`src/rtl/apb_master.sv`:
```
// rtl/apb_master.sv - APB master bridging a valid/ready request port to a single APB transfer
// Three-state IDLE/SETUP/ACCESS sequencer with an optional ACCESS wait timeout.
module apb_master #(
   parameter int APB_ADDR_WIDTH = 32,
   parameter int APB_DATA_WIDTH = 32,
   parameter int TIMEOUT_CYCLES = 255
) (
   input  logic                      pclk_i,
   input  logic                      presetn_i,
   input  logic                      req_valid_i,
   output logic                      req_ready_o,
   input  logic [APB_ADDR_WIDTH-1:0] req_addr_i,
   input  logic [APB_DATA_WIDTH-1:0] req_wdata_i,
   input  logic                      req_write_i,
   output logic                      rsp_valid_o,
   output logic [APB_DATA_WIDTH-1:0] rsp_rdata_o,
   output logic                      rsp_err_o,
   output logic                      rsp_timeout_o,
   output logic [APB_ADDR_WIDTH-1:0] paddr_o,
   output logic [APB_DATA_WIDTH-1:0] pwdata_o,
   output logic                      pwrite_o,
   output logic                      psel_o,
   output logic                      penable_o,
   input  logic [APB_DATA_WIDTH-1:0] prdata_i,
   input  logic                      pready_i,
   input  logic                      pslverr_i
);

   typedef enum logic [1:0] {IDLE, SETUP, ACCESS} state_e;

   localparam logic [15:0] TIMEOUT_LIMIT = 16'(TIMEOUT_CYCLES);

   state_e                      state_q, state_d;
   logic [APB_ADDR_WIDTH-1:0]   paddr_q, paddr_d;
   logic [APB_DATA_WIDTH-1:0]   pwdata_q, pwdata_d;
   logic                        pwrite_q, pwrite_d;
   logic [15:0]                 wait_q, wait_d;
   logic                        rsp_valid_q, rsp_valid_d;
   logic [APB_DATA_WIDTH-1:0]   rsp_rdata_q, rsp_rdata_d;
   logic                        rsp_err_q, rsp_err_d;
   logic                        rsp_timeout_q, rsp_timeout_d;
   logic                        out_of_reset_q;
   logic                        timeout_hit;

   // Keeps req_ready_o low while reset is held, even though the state is already IDLE.
   always_ff @(posedge pclk_i or negedge presetn_i) begin
      if (!presetn_i) out_of_reset_q <= 1'b0;
      else            out_of_reset_q <= 1'b1;
   end

   always_ff @(posedge pclk_i or negedge presetn_i) begin
      if (!presetn_i) begin
         state_q       <= IDLE;
         paddr_q       <= '0;
         pwdata_q      <= '0;
         pwrite_q      <= 1'b0;
         wait_q        <= '0;
         rsp_valid_q   <= 1'b0;
         rsp_rdata_q   <= '0;
         rsp_err_q     <= 1'b0;
         rsp_timeout_q <= 1'b0;
      end else begin
         state_q       <= state_d;
         paddr_q       <= paddr_d;
         pwdata_q      <= pwdata_d;
         pwrite_q      <= pwrite_d;
         wait_q        <= wait_d;
         rsp_valid_q   <= rsp_valid_d;
         rsp_rdata_q   <= rsp_rdata_d;
         rsp_err_q     <= rsp_err_d;
         rsp_timeout_q <= rsp_timeout_d;
      end
   end

   assign req_ready_o = (state_q == IDLE) && out_of_reset_q;
   assign timeout_hit = (TIMEOUT_CYCLES != 0) && (wait_q == TIMEOUT_LIMIT);

   always_comb begin
      state_d       = state_q;
      paddr_d       = paddr_q;
      pwdata_d      = pwdata_q;
      pwrite_d      = pwrite_q;
      wait_d        = wait_q;
      rsp_valid_d   = 1'b0;
      rsp_rdata_d   = rsp_rdata_q;
      rsp_err_d     = rsp_err_q;
      rsp_timeout_d = rsp_timeout_q;
      case (state_q)
         IDLE: begin
            if (req_valid_i && req_ready_o) begin
               paddr_d  = req_addr_i;
               pwdata_d = req_wdata_i;
               pwrite_d = req_write_i;
               state_d  = SETUP;
            end
         end
         SETUP: begin
            wait_d  = '0;
            state_d = ACCESS;
         end
         ACCESS: begin
            // A ready slave wins over a timeout reached in the same cycle.
            if (pready_i) begin
               state_d       = IDLE;
               rsp_valid_d   = 1'b1;
               rsp_err_d     = pslverr_i;
               rsp_timeout_d = 1'b0;
               rsp_rdata_d   = pwrite_q ? '0 : prdata_i;
            end else if (timeout_hit) begin
               state_d       = IDLE;
               rsp_valid_d   = 1'b1;
               rsp_err_d     = 1'b1;
               rsp_timeout_d = 1'b1;
               rsp_rdata_d   = '0;
            end else begin
               wait_d = wait_q + 16'd1;
            end
         end
         default: state_d = IDLE;
      endcase
   end

   assign psel_o        = (state_q != IDLE);
   assign penable_o     = (state_q == ACCESS);
   assign paddr_o       = paddr_q;
   assign pwdata_o      = pwdata_q;
   assign pwrite_o      = pwrite_q;
   assign rsp_valid_o   = rsp_valid_q;
   assign rsp_rdata_o   = rsp_rdata_q;
   assign rsp_err_o     = rsp_err_q;
   assign rsp_timeout_o = rsp_timeout_q;

endmodule

```
`config.mk`:
```
export PLATFORM = sky130hd
export DESIGN_NAME = apb_master
export DESIGN_NICKNAME = d
export VERILOG_FILES = /design/src/rtl/apb_master.sv
export SDC_FILE = /design/constraint.sdc
export NUM_CORES = 1
export LEC_CHECK = 0
export CORE_ASPECT_RATIO = 1.4
export CORE_MARGIN = 5
export CORE_UTILIZATION = 39
export CTS_CLUSTER_SIZE = 14
export DETAILED_ROUTE_END_ITERATION = 6
export HOLD_SLACK_MARGIN = 0.06
export PLACE_DENSITY = 0.82
export SLEW_MARGIN = 0
export SYNTH_ARGS = -nofsm -noshare
export SYNTH_HDL_FRONTEND = slang
export SYNTH_SLANG_ARGS = --single-unit
```
`constraint.sdc`:
```
create_clock -name pclk_i -period 1.97 [get_ports pclk_i]
set_input_delay 0.197 -clock pclk_i [delete_from_list [all_inputs] [get_ports pclk_i]]
set_output_delay 0.197 -clock pclk_i [all_outputs]
set_load 0.02 [all_outputs]
```
## Yosys cells after proc, flatten, opt, wreduce, memory -nomap -nowiden

Cells that the tools add are included.

| operators by class | value |
|---|---|
| add/subtract/negate cells | 1 |
| $mul | 0 |
| divide/modulo/power cells | 0 |
| magnitude comparators | 0 |
| eq/ne operators | 7 |
| shifts and indexed selects | 0 |
| multiplexer cells | 16 |
| bitwise gates (word level) | 0 |
| reduce and logical (&&, ||, !) cells | 10 |

Operators by type and width:

| operator | number |
|---|---|
| two-way mux 32 bit | 3 |
| two-way mux 16 bit | 2 |
| one-hot mux 16 bit (2 select lines) | 1 |
| adder 16 x 1 -> 16 bit (second input constant) | 1 |
| equality test 16 x 8 -> 1 bit (second input constant) | 1 |
| two-way mux 1 bit | 6 |
| two-way mux 2 bit | 3 |
| one-hot mux 2 bit (3 select lines) | 1 |
| AND reduction 2 bit | 3 |
| nonzero test 2 bit | 3 |
| inequality test 2 bit (second input constant) | 2 |
| inequality test 3 x 1 -> 1 bit (second input constant) | 1 |
| AND reduction 3 bit | 1 |
| equality test 2 x 1 -> 1 bit (second input constant) | 1 |
| equality test 2 bit (second input constant) | 1 |
| logical AND 1 bit | 2 |
| zero test 2 bit | 1 |
| inequality test 2 x 1 -> 1 bit (second input constant) | 1 |

| storage, ports and cells | value |
|---|---|
| flip-flop bits (word level) | 119 |
| latch bits | 0 |
| bits in writable memories | 0 |
| ROM bits | 0 |
| bits of input ports | 102 |
| word-level logic and storage cells | 44 |
| memories | 0 |

## Longest topological paths before layout

Gate-level depths: netlist of run 1.

| depth | value |
|---|---|
| depth after elaboration | 5 |
| gate-level depth with buffers | 8 |
| gate-level depth less buffers | 6 |

## Least setup slack after synthesis of run 1

Ideal clock, no wire load.

| timing path | value |
|---|---|
| path type | register to register |
| from | register state_q[0] |
| to | register paddr_q[19], in the netlist paddr_o[19] |
| library setup time | 125 ps |
| arrival | 1,734 ps |
| data required time | 1,845 ps |
| slack | 111 ps |
| cell stages (with the launch flop) | 8 |
| clock period less this slack | 1,859 ps |
| path through | dfrtp_1 -> inv_1 -> ha_1 -> and2_1 -> nand2_1 -> buf_2 -> buf_2 -> mux2_2 |

| on the way | value |
|---|---|
| longest elaborated chain between the ends | 4 |

RTL lines:

| element | RTL line | text |
|---|---|---|
| start: declaration | 33 | `state_e state_q, state_d;` |
| start signal: assignment | 63 | `state_q <= state_d;` |
| zero test 2 bit | 75 | `assign req_ready_o = (state_q == IDLE) && out_of_reset_q;` |
| logical AND 1 bit | 75 |  |
| named net req_ready_o | 11 | `output logic req_ready_o,` |
| logical AND 1 bit | 90 | `if (req_valid_i && req_ready_o) begin` |
| AND reduction 2 bit (no source line) | -- |  |
| end signal: assignment | 64 | `paddr_q <= paddr_d;` |
| end: declaration | 34 | `logic [APB_ADDR_WIDTH-1:0] paddr_q, paddr_d;` |

The timed path passes the listed nets, and every way through them passes these cells.
A chain may end at the register's enable or synchronous reset.

## Worst setup path in the final report of run 1

| timing path | value |
|---|---|
| from | register wait_q[9] |
| to | register rsp_rdata_q[25], in the netlist rsp_rdata_o[25] |

| on the way | value |
|---|---|
| longest elaborated chain between the ends | 3 |

RTL lines:

| element | RTL line | text |
|---|---|---|
| start: declaration | 37 | `logic [15:0] wait_q, wait_d;` |
| start signal: assignment | 67 | `wait_q <= wait_d;` |
| equality test 16 x 8 -> 1 bit | 76 | `assign timeout_hit = (TIMEOUT_CYCLES != 0) && (wait_q == TIMEOUT_LIMIT);` |
| nonzero test 2 bit (no source line) | -- |  |
| AND reduction 2 bit (no source line) | -- |  |
| end signal: assignment | 69 | `rsp_rdata_q <= rsp_rdata_d;` |
| end: declaration | 39 | `logic [APB_DATA_WIDTH-1:0] rsp_rdata_q, rsp_rdata_d;` |

Every way passes these cells.

==> flow_metrics.tcl, run 1 <==
set metrics [dict create \
    multi_input_area_sq_mm 0.001769 \
    core.rowCount 48 \
    ys_types 46 \
    gp_congestion 0.8548 \
    core-area_sq_mm 0.01231 \
    drt_iter0_drc 126 \
    numCtsBuffers 17 \
    antenna_found_initial 1 \
    clk_pin_slew_ps 60 \
    fp.dieH_um 142.3 \
    grt.total_usage 0.1790 \
    end_kind "register" \
    synth.top_cell.area_share 0.6107 \
    clk_path_buf_depth 2 \
    wl_met3_um 988 \
    hp-class "in -> async" \
    vias 3795 \
    dr.pass1.iters 4 \
    cts_max_level 4 \
    synth_top_cell_by_area "dfrtp_1" \
    ant_nets 0 \
    synth_area_leaders "dfrtp_1 (61%), mux2_2 (15%), a22o_1 (5.7%), nand2_1 (1.4%), ha_1 (1.3%)" \
    slew_viol_final 0 \
    hold_viol 0 \
    io_pins 205 \
    root_buffer "clkbuf_16" \
    dieArea_sq_mm 0.01487 \
    p_leak_nw 3.349 \
    cts_sinks 119 \
    power_density_mw_per_mm2 1590 \
    rsz0062_at_grt "true" \
    path_class "reg -> reg" \
    synth_nets 453 \
    drt-total-wl_mm 13.22 \
    synth_seq_area_share 0.6107 \
    dp_hpwl_mm 9.682 \
    highest_layer "met5" \
    total_power_mw 12.37 \
    drive_gt1_frac 0.2145 \
    setup_violations 0 \
    grt-ovfl-total 0 \
    place_ws_ps 15.54 \
    wl_met1_mm 4.764 \
    syn-instance-count 346 \
    insertion_delay_ps 400 \
    worst_pin_slew_ps 601.8 \
    die_x_um 104.5 \
    grt_pass1_wl_mm 21.26 \
    cp.required_ps 2260 \
    status "finished, final reports clean" \
    grt_max_degree 107 \
    relSlewSlack 0.5988 \
    setup_slack_ps 62.35 \
    cp_max_fo 33 \
    yosysWarnings 0 \
    fin_crit_sh 0.9684 \
    avgSynthCellArea_sq_um 14.09 \
    syn_area_sq_mm 0.004876 \
    ff_latch_area_sq_mm 0.002978 \
    period_needed_ps 1908 \
    fillers 916 \
    maxCapViolCount 0 \
    arrival_ps 2190 \
    max_freq_ghz 0.5242 \
    start_util 0.3960 \
    wire_per_inst_um 18.16 \
    drc_errors 0 \
    layout.nets 672 \
    synth_edf_count 0 \
    ys_seq_elements 119 \
    ir_drop_v 0.0009212 \
    area_delta_synth_final_pct 59.51 \
    grt_pass1_vias 4158 \
    utilization 0.6317 \
    routed_via_density 5.213 \
    n_antenna_cell 0 \
    route.met2.wl_mm 7.176 \
    synth-async-reset-ratio 1.000 \
    synth_flop_cell "dfrtp_1" \
    startpoint_type "register" \
    cts_tree "done" \
    skew_ps 8.091 \
    port_buffers 204 \
]
## cell usage in the layout (no fill, tap or decap), types with 3 or more instances in the layout
master and count:
a22o_1 32, nand4_1 8, inv_6 4, clkinvlp_4 4, a211o_1 3, clkbuf_16 17, buf_4 12, mux2i_1 4
ha_1 5, nand3_1 7, nor4_1 4, dfrtp_1 119, o2bb2ai_1 4, mux2_2 65, nor2_1 4, inv_1 9
clkdlybuf4s50_1 200, nand2_1 17, buf_12 4
## cell families (layout without fill, tap and decap cells)
| family | after synthesis | in the layout | share of synthesized area |
|---|---|---|---|
| simple gates | 56 | 56 | 0.06646 |
| mux | 71 | 71 | 0.1629 |
| flops | 119 | 119 | 0.6107 |
| other cells | 1 | 1 | 0.0007691 |
| fa+ha+maj | 5 | 5 | 0.01283 |
| compound gates | 65 | 65 | 0.1173 |
| buf+inv | 29 | 261 | 0.02900 |
## cells in the mapped netlist (2+ instances only)
cell and n:
nor2_1 5, a21oi_1 2, nand4_1 8, o311ai_0 4
and2_1 2, a211o_1 3, a31o_2 2, buf_2 8
dfrtp_1 119, mux2_2 65, o211ai_1 2, clkbuf_1 9
buf_6 3, o41ai_1 2, nand2_1 18, inv_1 9
o41a_1 2, mux2i_1 4, nor4_4 2, and3_1 2
a22o_1 32, nor4_1 4, o2bb2ai_1 4, nand3_1 7
ha_1 5, mux2_1 2, nor3_1 2
## area by class of cell
class / instances / area share
timing repair buffer: 220 / 0.2844
sequential: 119 / 0.3829
multi-input combinational: 198 / 0.2275
clock buffer: 19 / 0.05824
tap: 150 / 0.02413
inverter: 9 / 0.004344
clock inverter: 13 / 0.01850
## registers in the layout, summed over array words and instances, names as in the netlist
register	flops
rsp_err_o	1
wait_q	16
rsp_rdata_o	32
rsp_valid_o	1
out_of_reset_q	1
paddr_o	32
pwdata_o	32
pwrite_o	1
state_q	2
rsp_timeout_o	1
## power breakdown
group          switching (mW)  internal, mW  leakage (nW)  total (mW)
Combinational            2.59          2.77          1.58        5.36
Clock                    1.12          1.94         0.283        3.06
Sequential              0.511          3.43          1.48        3.94
Total                    4.23          8.14          3.35        12.4
## critical path: stages, from the launching register on
cell     delay (ps)
dfrtp_1         470
nor4_4          420
a41o_2          340
nand2_4         230
a22o_1          320
## worst paths after layout
kind / startpoint / end / slack, ps / cells after the start
max in group asynchronous: presetn_i / wait_q[2] / 930 / 3
worst min register to register: pwdata_o[20] / pwdata_o[20] / 500 / 1
worst max-delay path: wait_q[9] / rsp_rdata_o[25] / 60 / 4
worst min-delay path: presetn_i / paddr_o[11] / 200 / 2
worst max register to register: wait_q[9] / rsp_rdata_o[25] / 60 / 4
min in group pclk_i: prdata_i[12] / rsp_rdata_o[12] / 390 / 2
## routing by layer
metal | global-route usage | vias to the layer above
met1 | 0.1915 | 1873
met5 | 0 | -
met4 | 0.07503 | 2
li1 | - | 1733
met3 | 0.06990 | 22
met2 | 0.3145 | 165
## what timing repair did
item / in CTS / in global routing
hold buffers: 1 / 0
hold endpoints to repair: 13 / 0
resized for setup: 2 / 4
setup endpoints to repair: 2 / 37
buffers inserted: 0 / 1
pin swaps: 0 / 3
## stage by stage
step	cells	TNS, ps	hold slack [ps]	area [sq um]
2_1_floorplan	346	0	-98.59	4876
3_3_place_gp	694	0	60.31	7156
3_5_place_dp	694	0	62.07	7156
4_1_cts	727	0	178.4	7760
5_1_grt	728	-177.1	197.8	7777
6_report	728	0	198.5	7777
(Power assumes the default switching activity.)
==> run 2, diff against run 1 <==
Settings changed: ABC_AREA from default to 1, PLACE_DENSITY 0.82 to 0.81.
==> run 2 against run 1 <==
Sequential share of layout area down 0.69 points. Final area is 1.8% higher. Clock skew is 3.4 ps higher.
==> flow_metrics.tcl, run 2 <==
set metrics [dict create \
    status "finished, final reports clean" \
    rsz0062_at_grt "false" \
    insertion_delay_ps 410 \
    yosys-top-cells-count "nand2_1 (133), dfrtp_1 (119), mux2_2 (65)" \
    gp_congestion 0.8174 \
    multi_input_area_sq_mm 0.001906 \
    power.internal_mw 7.861 \
    hp-class "in -> async" \
    power_switching_share 0.3632 \
    wire_per_inst_um 16.51 \
    grt_pass1_vias 4592 \
    dieArea_sq_mm 0.01548 \
    core.rowCount 49 \
    drt-total-wl_mm 14.13 \
    power_density_mw_per_mm2 1559 \
    antenna_found_initial 0 \
    max_freq_ghz 0.5420 \
    switchingPower_mw 4.484 \
    clockPowerShare 0.237 \
    root_buffer "clkbuf_16" \
    cts_tree "done" \
    drt_iter0_drc 176 \
    ant_nets 0 \
    cts_max_level 4 \
    io_pins 205 \
    setup_violations 0 \
    synth_edf_count 0 \
    dp.cells 821 \
    synth_nets 584 \
    vias 4214 \
    ys_types 26 \
    cp_max_fo 3 \
    grt_max_degree 51 \
    avgSynthCellArea_sq_um 10.68 \
    synth.top_cell.area_share 0.5845 \
    fin_area_sq_mm 0.007920 \
    grt-ovfl-total 0 \
    placed_area_sq_mm 0.007305 \
    yosysWarnings 0 \
    synth_area_leaders "dfrtp_1 (58%), mux2_2 (14%), nand2_1 (9.8%), nand3_1 (5.1%), nor2_1 (2.0%)" \
    numCtsBuffers 17 \
    ir_drop_v 0.0009744 \
    routed_via_density 4.923 \
    yosysMostFrequentCell "nand2_1" \
    hold_viol 0 \
    path_class "reg -> out" \
    port_buffers 204 \
    fin_crit_sh 0.9365 \
    synth-async-reset-ratio 1.000 \
    period_needed_ps 1845 \
    synth_seq_area_share 0.5845 \
    utilization 0.6181 \
    total_power_mw 12.34 \
    clk_path_buf_depth 2 \
    setup_tns_ps 0 \
    synth_flop_cell "dfrtp_1" \
    fp.dieH_um 145.2 \
    synth_top_cell_by_area "dfrtp_1" \
    p_comb_frac 0.441 \
    dp_hpwl_mm 10.24 \
    final_cells 856 \
    syn-instance-count 477 \
    maxCapViolCount 0 \
    mostFrequentLayoutCells "clkdlybuf4s50_1 (200), nand2_1 (131), dfrtp_1 (119)" \
    grt_pass1_wl_mm 22.97 \
    core-area_sq_mm 0.01281 \
    grt.total_usage 0.1855 \
    clk_pin_slew_ps 60 \
    slew_viol_final 0 \
    cts_sinks 119 \
    dr.pass1.iters 4 \
    sequentialPowerShare 0.323 \
    layout_commonest_cell "clkdlybuf4s50_1" \
    cp.required_ps 1770 \
    die_x_um 106.6 \
    ys_seq_elements 119 \
    arrival_ps 1650 \
    skew_ps 11.45 \
    end_kind "primary output" \
    p_leak_nw 3.575 \
    area_delta_synth_final_pct 55.45 \
    layout.nets 797 \
    n_antenna_cell 0 \
    startpoint_type "register" \
    ff_latch_area_sq_mm 0.002978 \
    drc_errors 0 \
    drive_gt1_frac 0.1764 \
    syn_area_sq_mm 0.005095 \
    start_util 0.3976 \
    fillers 962 \
]
-- run 2: changes by cell type in the layout (fill, tap and decap cells not counted), moves of 11 or more --
cell,delta
a22o_1,-32
nand3_1,+45
nor2_1,+22
o21ai_0,+11
inv_1,+11
nand2_1,+114
-- run 2: path summary, 6_finish.rpt --
| check | start | end | slack (ps) | depth (start not counted) |
|---|---|---|---|---|
| setup / recovery | state_q[0] | req_ready_o | 130 | 5 |
| hold / removal | presetn_i | paddr_o[22] | 300 | 2 |
| setup reg to reg | wait_q[1] | wait_q[0] | 210 | 9 |
| hold reg to reg | rsp_rdata_o[7] | rsp_rdata_o[7] | 480 | 2 |
| max in group asynchronous | presetn_i | paddr_o[15] | 1020 | 3 |
| min in group pclk_i | prdata_i[17] | rsp_rdata_o[17] | 340 | 3 |
-- run 2: cell type report --
| cell class | count | area share |
|---|---|---|
| Multi-Input combinational cell | 315 | 0.2406 |
| Clock buffer | 19 | 0.05719 |
| Inverter | 23 | 0.01122 |
| Timing Repair Buffer | 214 | 0.2763 |
| Sequential cell | 119 | 0.3760 |
| Tap cell | 153 | 0.02417 |
| Clock inverter | 13 | 0.01453 |
-- run 2: routing by layer --
layer / track usage / routed length [um]
met2: 0.3011 / 7076
met3: 0.08267 / 1368
met4: 0.09021 / 424
met1: 0.2060 / 5264
met5: 0 / 0
-- run 2: cell families after synthesis --
family	Yosys count	synth area share
other	1	0.0007360
muxes	65	0.1437
xor gates and xnor gates	1	0.001719
buffers and inverters	44	0.04666
adders and majority gates	5	0.01228
and+or+nand+nor	224	0.1913
DFF	119	0.5845
AOI/OAI and AO/OA	18	0.01915
-- run 2: timing repair --
action	in CTS	in global routing
hold buffers	1	0
resized for setup	3	2
pin swaps	0	1
endpoints found under the setup margin	3	32
hold endpoints to repair	34	0
gates cloned	0	1
buffers inserted	0	1
-- run 2: worst max-delay path: stages (launching register included) --
cell	delay (ps)
dfrtp_1	400
inv_1	120
ha_1	230
nand2_1	70
inv_1	70
dlygate4sd2_1	350
-- run 2: power by group through the flow --
stage / clock network (mW) / logic (mW) / registers (mW)
2_1_floorplan: 0 / 1.59 / 5.12
3_3_place_gp: 0 / 5.32 / 3.95
3_5_place_dp: 0 / 5.43 / 4.00
4_1_cts: 2.98 / 5.45 / 3.99
5_1_grt: 3.09 / 5.79 / 4.12
6_report: 2.92 / 5.44 / 3.98
-- run 2: stage by stage --
| step | hold slack [ps] | setup WS, ps |
|---|---|---|
| 2_1_floorplan | -98.59 | 207.4 |
| 3_3_place_gp | 189.0 | 214.5 |
| 3_5_place_dp | 191.8 | 143.8 |
| 4_1_cts | 282.9 | 97.67 |
| 5_1_grt | 334.6 | 6.224 |
| 6_report | 302.0 | 125.0 |
==> RTL edit 1 (settings of run 2) <==
Set the parameter `TIMEOUT_CYCLES` to 128 (it was 255).
--- a/src/rtl/apb_master.sv
+++ b/src/rtl/apb_master.sv
@@ -5,3 +5,3 @@
    parameter int APB_DATA_WIDTH = 32,
-   parameter int TIMEOUT_CYCLES = 255
+   parameter int TIMEOUT_CYCLES = 128
 ) (
Check against the original RTL: same outputs for any inputs over 10 cycles, from zero or initial values and one cycle with presetn_i low; that may be too few to reach the edited logic, so the function may still have changed.
==> RTL edit 1 against run 2 <==
- design area is 1.1% higher
- routed wire length is 2.5% lower
- worst setup slack better by 34 ps
- final cell count is 2.8% higher
- sequential cell count stayed put
- total power is 2.7% higher
- area after synthesis is 1.5% higher
- critical endpoint unchanged
==> RTL edit 1: results (changes against run 2) <==
| Metric | Value |
|---|---|
| Layout cells sized above 1 | `17.1% (-0.54 points)` |
| Global-route wire length before repair | `22700 µm (-1.4%)` |
| Syn Nets | `586 (+0.34%)` |
| Adder-cell share of the synthesized area | `1.45% (+0.22 points)` |
| Post-synth top cells | `nand2_1 (127), dfrtp_1 (119), mux2_2 (65), nand3_1 (51), nor2_1 (26)` |
| Routed wl met2 | `7370 µm (+4.2%)` |
| Register area share after synthesis | `57.6% (-0.85 points)` |
| Clk_skew | `10.8 ps (-0.669 ps)` |
| Synth Area in XOR/XNOR | `0% (-0.17 points)` |
| Leak | `3.57 nW (-0.16%)` |
| Met1 Use GR | `19.4% (-1.2 points)` |
| NetSw | `0.00442 W (-1.3%)` |
| Fillers | `989 (+2.8%)` |
| Vias | `4245 (+0.74%)` |
| WL/cell | `15.7 µm (-5.2%)` |
| 1st-iter DRT viols | `121 (-31%)` |
| DRT met1 WL | `4770 µm (-9.4%)` |
| Overall Global Routing Usage | `18.2% (-0.32 points)` |
| Met2 usage | `31.9% (+1.8 points)` |
| Hpwl dp | `10300 µm (+0.46%)` |
| Area contributors post-synth | `dfrtp_1 (58%), mux2_2 (14%), nand2_1 (9.2%)` |
| Placer Congestion | `0.876 (+7.1%)` |
| First-pass iteration count of the detailed router | `5 (+1)` |
| Routed wl met3 | `1330 µm (-2.9%)` |
| DP Area | `0.00736 mm² (+0.79%)` |
| Status | `complete, no violations` |
| Pre-CTS setup slack | `267 ps (+123 ps)` |
| Vias in the first global route | `4564 (-0.61%)` |
| M3 GR Usage | `7.95% (-0.32 points)` |
| Synth cell types | `25 (-3.8%)` |
| Pin count of the biggest net entering global routing | `49 (-3.9%)` |
| Post-synthesis mux area share | `14.2% (-0.21 points)` |
| Syn Inst Count | `478 (+0.21%)` |
| Critical path arrival | `1610 ps (-40 ps)` |
| Vias/cell | `4.82 (-2.0%)` |
| Worst VDD drop | `0.957 mV (-1.7%)` |
| Reg2reg end | `wait_q[13]` |
## RTL edit 1: cell count changes after synthesis, sizes merged
cell,delta
ha,+1
nand3,-1
o2bb2ai,+1
xnor2,-1
o21bai,+2
o21ai,+3
nor2,+2
or2,-2
nand4,+2
nand2,-7
buf,+1
## RTL edit 1: final cells by class
class | instances | area [µm²] | area share (%)
timing repair buffer | 214 | 2160 | 27.0
inverter | 23 | 88.8 | 1.11
multi-input combinational | 314 | 1920 | 23.9
sequential | 119 | 2980 | 37.2
tap | 178 | 223 | 2.78
clock inverter | 13 | 194 | 2.42
clock buffer | 19 | 443 | 5.53
## RTL edit 1: power groups by stage
| stage | Combinational (W) | Clock [W] | Sequential, W |
|---|---|---|---|
| floorplan | 0.00170 | 0 | 0.00512 |
| global placement | 0.00532 | 0 | 0.00396 |
| detailed placement | 0.00544 | 0 | 0.00401 |
| CTS | 0.00545 | 0.00339 | 0.00399 |
| global route | 0.00575 | 0.00351 | 0.00412 |
| finish | 0.00537 | 0.00332 | 0.00398 |
==> RTL edit 2 (config.mk and constraints of run 2) <==
Made on the original files. Put one more register stage on the output `rsp_err_o`, without a reset. The value now appears one clock later. The other outputs are not delayed to match.
--- a/src/rtl/apb_master.sv
+++ b/src/rtl/apb_master.sv
@@ -129,3 +129,5 @@
    assign rsp_rdata_o   = rsp_rdata_q;
-   assign rsp_err_o     = rsp_err_q;
+   always_ff @(posedge pclk_i) begin
+      rsp_err_o <= rsp_err_q;
+   end
    assign rsp_timeout_o = rsp_timeout_q;
Formal check against the unedited RTL: not equivalent (Yosys sat finds a counterexample within 10 cycles, from zero or initial values and one cycle with presetn_i low).
==> RTL edit 2 against run 2 <==
- area after synthesis up 0.39%
- routed wire length fell by 1.5%
- worst setup slack improved by 10 ps
- total power grew 0.85%
- critical path depth shrank 2
- sequential cell count grew 1
- global-route usage down 0.39 points
- register-to-register slack got worse by 80 ps
- design area barely moved
- critical endpoint is now penable_o
- highest routed layer unchanged
==> RTL edit 2: results (changes against run 2) <==
| Metric | Value |
|---|---|
| Placer Congestion | `0.867 (+6.0%)` |
| Clk Tree Root Cell | `clkbuf_16` |
| WL/cell | `16.2 µm (-1.6%)` |
| DRT met1 WL | `5070 µm (-3.7%)` |
| Critical path arrival | `1640 ps` |
| Clock Path Buffers | `2 (unchanged)` |
| Register area share after synthesis | `58.6% (+0.16 points)` |
| Initial antenna violation count | `0 (unchanged)` |
| Clk_skew | `8.90 ps (-2.54 ps)` |
| Port Buffers | `204 (unchanged)` |
| First-pass iteration count of the detailed router | `5 (+1)` |
| Vias | `4191 (-0.55%)` |
| Leak | `3.58 nW (+0.24%)` |
| DP Area | `0.00733 mm² (+0.31%)` |
| Hold Crit Class | `in2async` |
| Reg2reg setup slack | `130 ps (-80 ps)` |
| Diode count | `0 (unchanged)` |
| Syn Nets | `585 (+0.17%)` |
| Num CTS Buffers | `17 (unchanged)` |
| Largest stage delay on the critical path | `420 ps (+20 ps)` |
| Inst Count DP | `824 (+0.37%)` |
| Critical path startpoint | `state_q[0]` |
| Pin count of the biggest net entering global routing | `74 (+45%)` |
| YS warnings | `0 (unchanged)` |
| Top cell type by total area after synthesis | `dfrtp_1` |
| Area contributors post-synth | `dfrtp_1 (58%), mux2_2 (14%), nand2_1 (9.8%)` |
| Hpwl dp | `10400 µm (+1.0%)` |
| Reg2Reg Depth | `10 (+1)` |
| H-Tree Level Count | `4 (unchanged)` |
| # nets final | `798 (+0.13%)` |
| Routed wl met3 | `806 µm (-41%)` |
| Overall Global Routing Usage | `18.2% (-0.39 points)` |
| Global-route wire length before repair | `22600 µm (-1.6%)` |
| Clk_lat worst skew | `410 ps (about the same)` |
| CP max FO | `6 (+3)` |
| Status | `complete, no violations` |
| Post-synth top cells | `nand2_1 (133), dfrtp_1 (119), mux2_2 (65), nand3_1 (52), nor2_1 (27)` |
| Total wire length | `13900 µm (-1.5%)` |
| Synth cell types | `27 (+3.8%)` |
| Crit path max-delay family | `buffers and inverters` |
| Routed wl met2 | `7690 µm (+8.7%)` |
| FFs w/ async S/R, synth | `99.2% (-0.83 points)` |
| Layout cells sized above 1 | `17.5% (-0.17 points)` |
| Fillers | `1027 (+6.8%)` |
| Clock Pin Slew Worst Setup and Hold Paths | `50 ps` |
| Hold WS | `339 ps (+37.0 ps)` |
| Top sig layer | `met4` |
| Slowest cell on crit path | `dlygate4sd2_1` |
| Reg2reg end | `wait_q[3]` |
| 1st-iter DRT viols | `135 (-23%)` |
| Worst VDD drop | `0.817 mV (-16%)` |
| Vias in the first global route | `4565 (-0.59%)` |
| Syn Inst Count | `478 (+0.21%)` |
| Pre-CTS setup slack | `174 ps (+30.5 ps)` |
| Crit Reg-Reg Startpoint | `wait_q[0]` |
==> RTL edit 2: cell types whose count changed after synthesis <==
| cell | change |
|---|---|
| dfxtp_1 | +1 |
==> RTL edit 2: power breakdown <==
group / switching [W] / total [W] / internal (W) / leakage, nW
combinational: 0.00269 / 0.00538 / 0.00270 / 1.80
clock: 0.00117 / 0.00306 / 0.00189 / 0.283
sequential: 0.000544 / 0.00400 / 0.00346 / 1.50
==> RTL edit 2: worst max path at each step <==
stage | to | slack (ps) | depth (start not counted)
after floorplan | paddr_o[20] | 210 | 8
after global placement | req_ready_o | 270 | 5
after detailed placement | rsp_rdata_o[15] | 170 | 10
after CTS | req_ready_o | 100 | 5
after global routing | req_ready_o | 8 | 5
final | penable_o | 130 | 3
==> RTL edit 2: routing by layer <==
layer / vias up / global-route usage [%]
met2: 136 / 33.0
met3: 24 / 5.95
met4: 0 / 7.29
li1: 1987 / -
met1: 2044 / 19.0
met5: - / 0
==> RTL edit 2: repair_timing <==
action,4_1_cts,5_1_grt
endpoints found under the hold margin,119,0
buffers inserted,0,0
hold buffers,1,0
gates resized for setup,3,1
setup endpoints to repair,3,1
==> RTL edit 2: cell families after synthesis <==
logic type,Yosys count,synth area share [%]
AND/OR/NAND/NOR,224,19.1
multiplexers,65,14.3
adder cells (fa/ha/maj),5,1.22
flip-flops,120,58.6
AO/OA/AOI/OAI,18,1.91
XOR/XNOR,1,0.171
buffers and inverters,44,4.65
other,1,0.0733
==> RTL edit 2: area by class of cell <==
class,instances,area (µm²),area share [%]
well taps,153,191,2.41
inverters,23,88.8,1.12
clock buffers,17,425,5.37
clock inverters,15,165,2.08
multi-input cells,314,1880,23.8
repair buffers,215,2170,27.4
flip-flops and latches,120,3000,37.8
==> RTL edit 2: tightest hold or removal path: cells and delay by family <==
family	cells	cell delay, ps
buf+inv	3	910
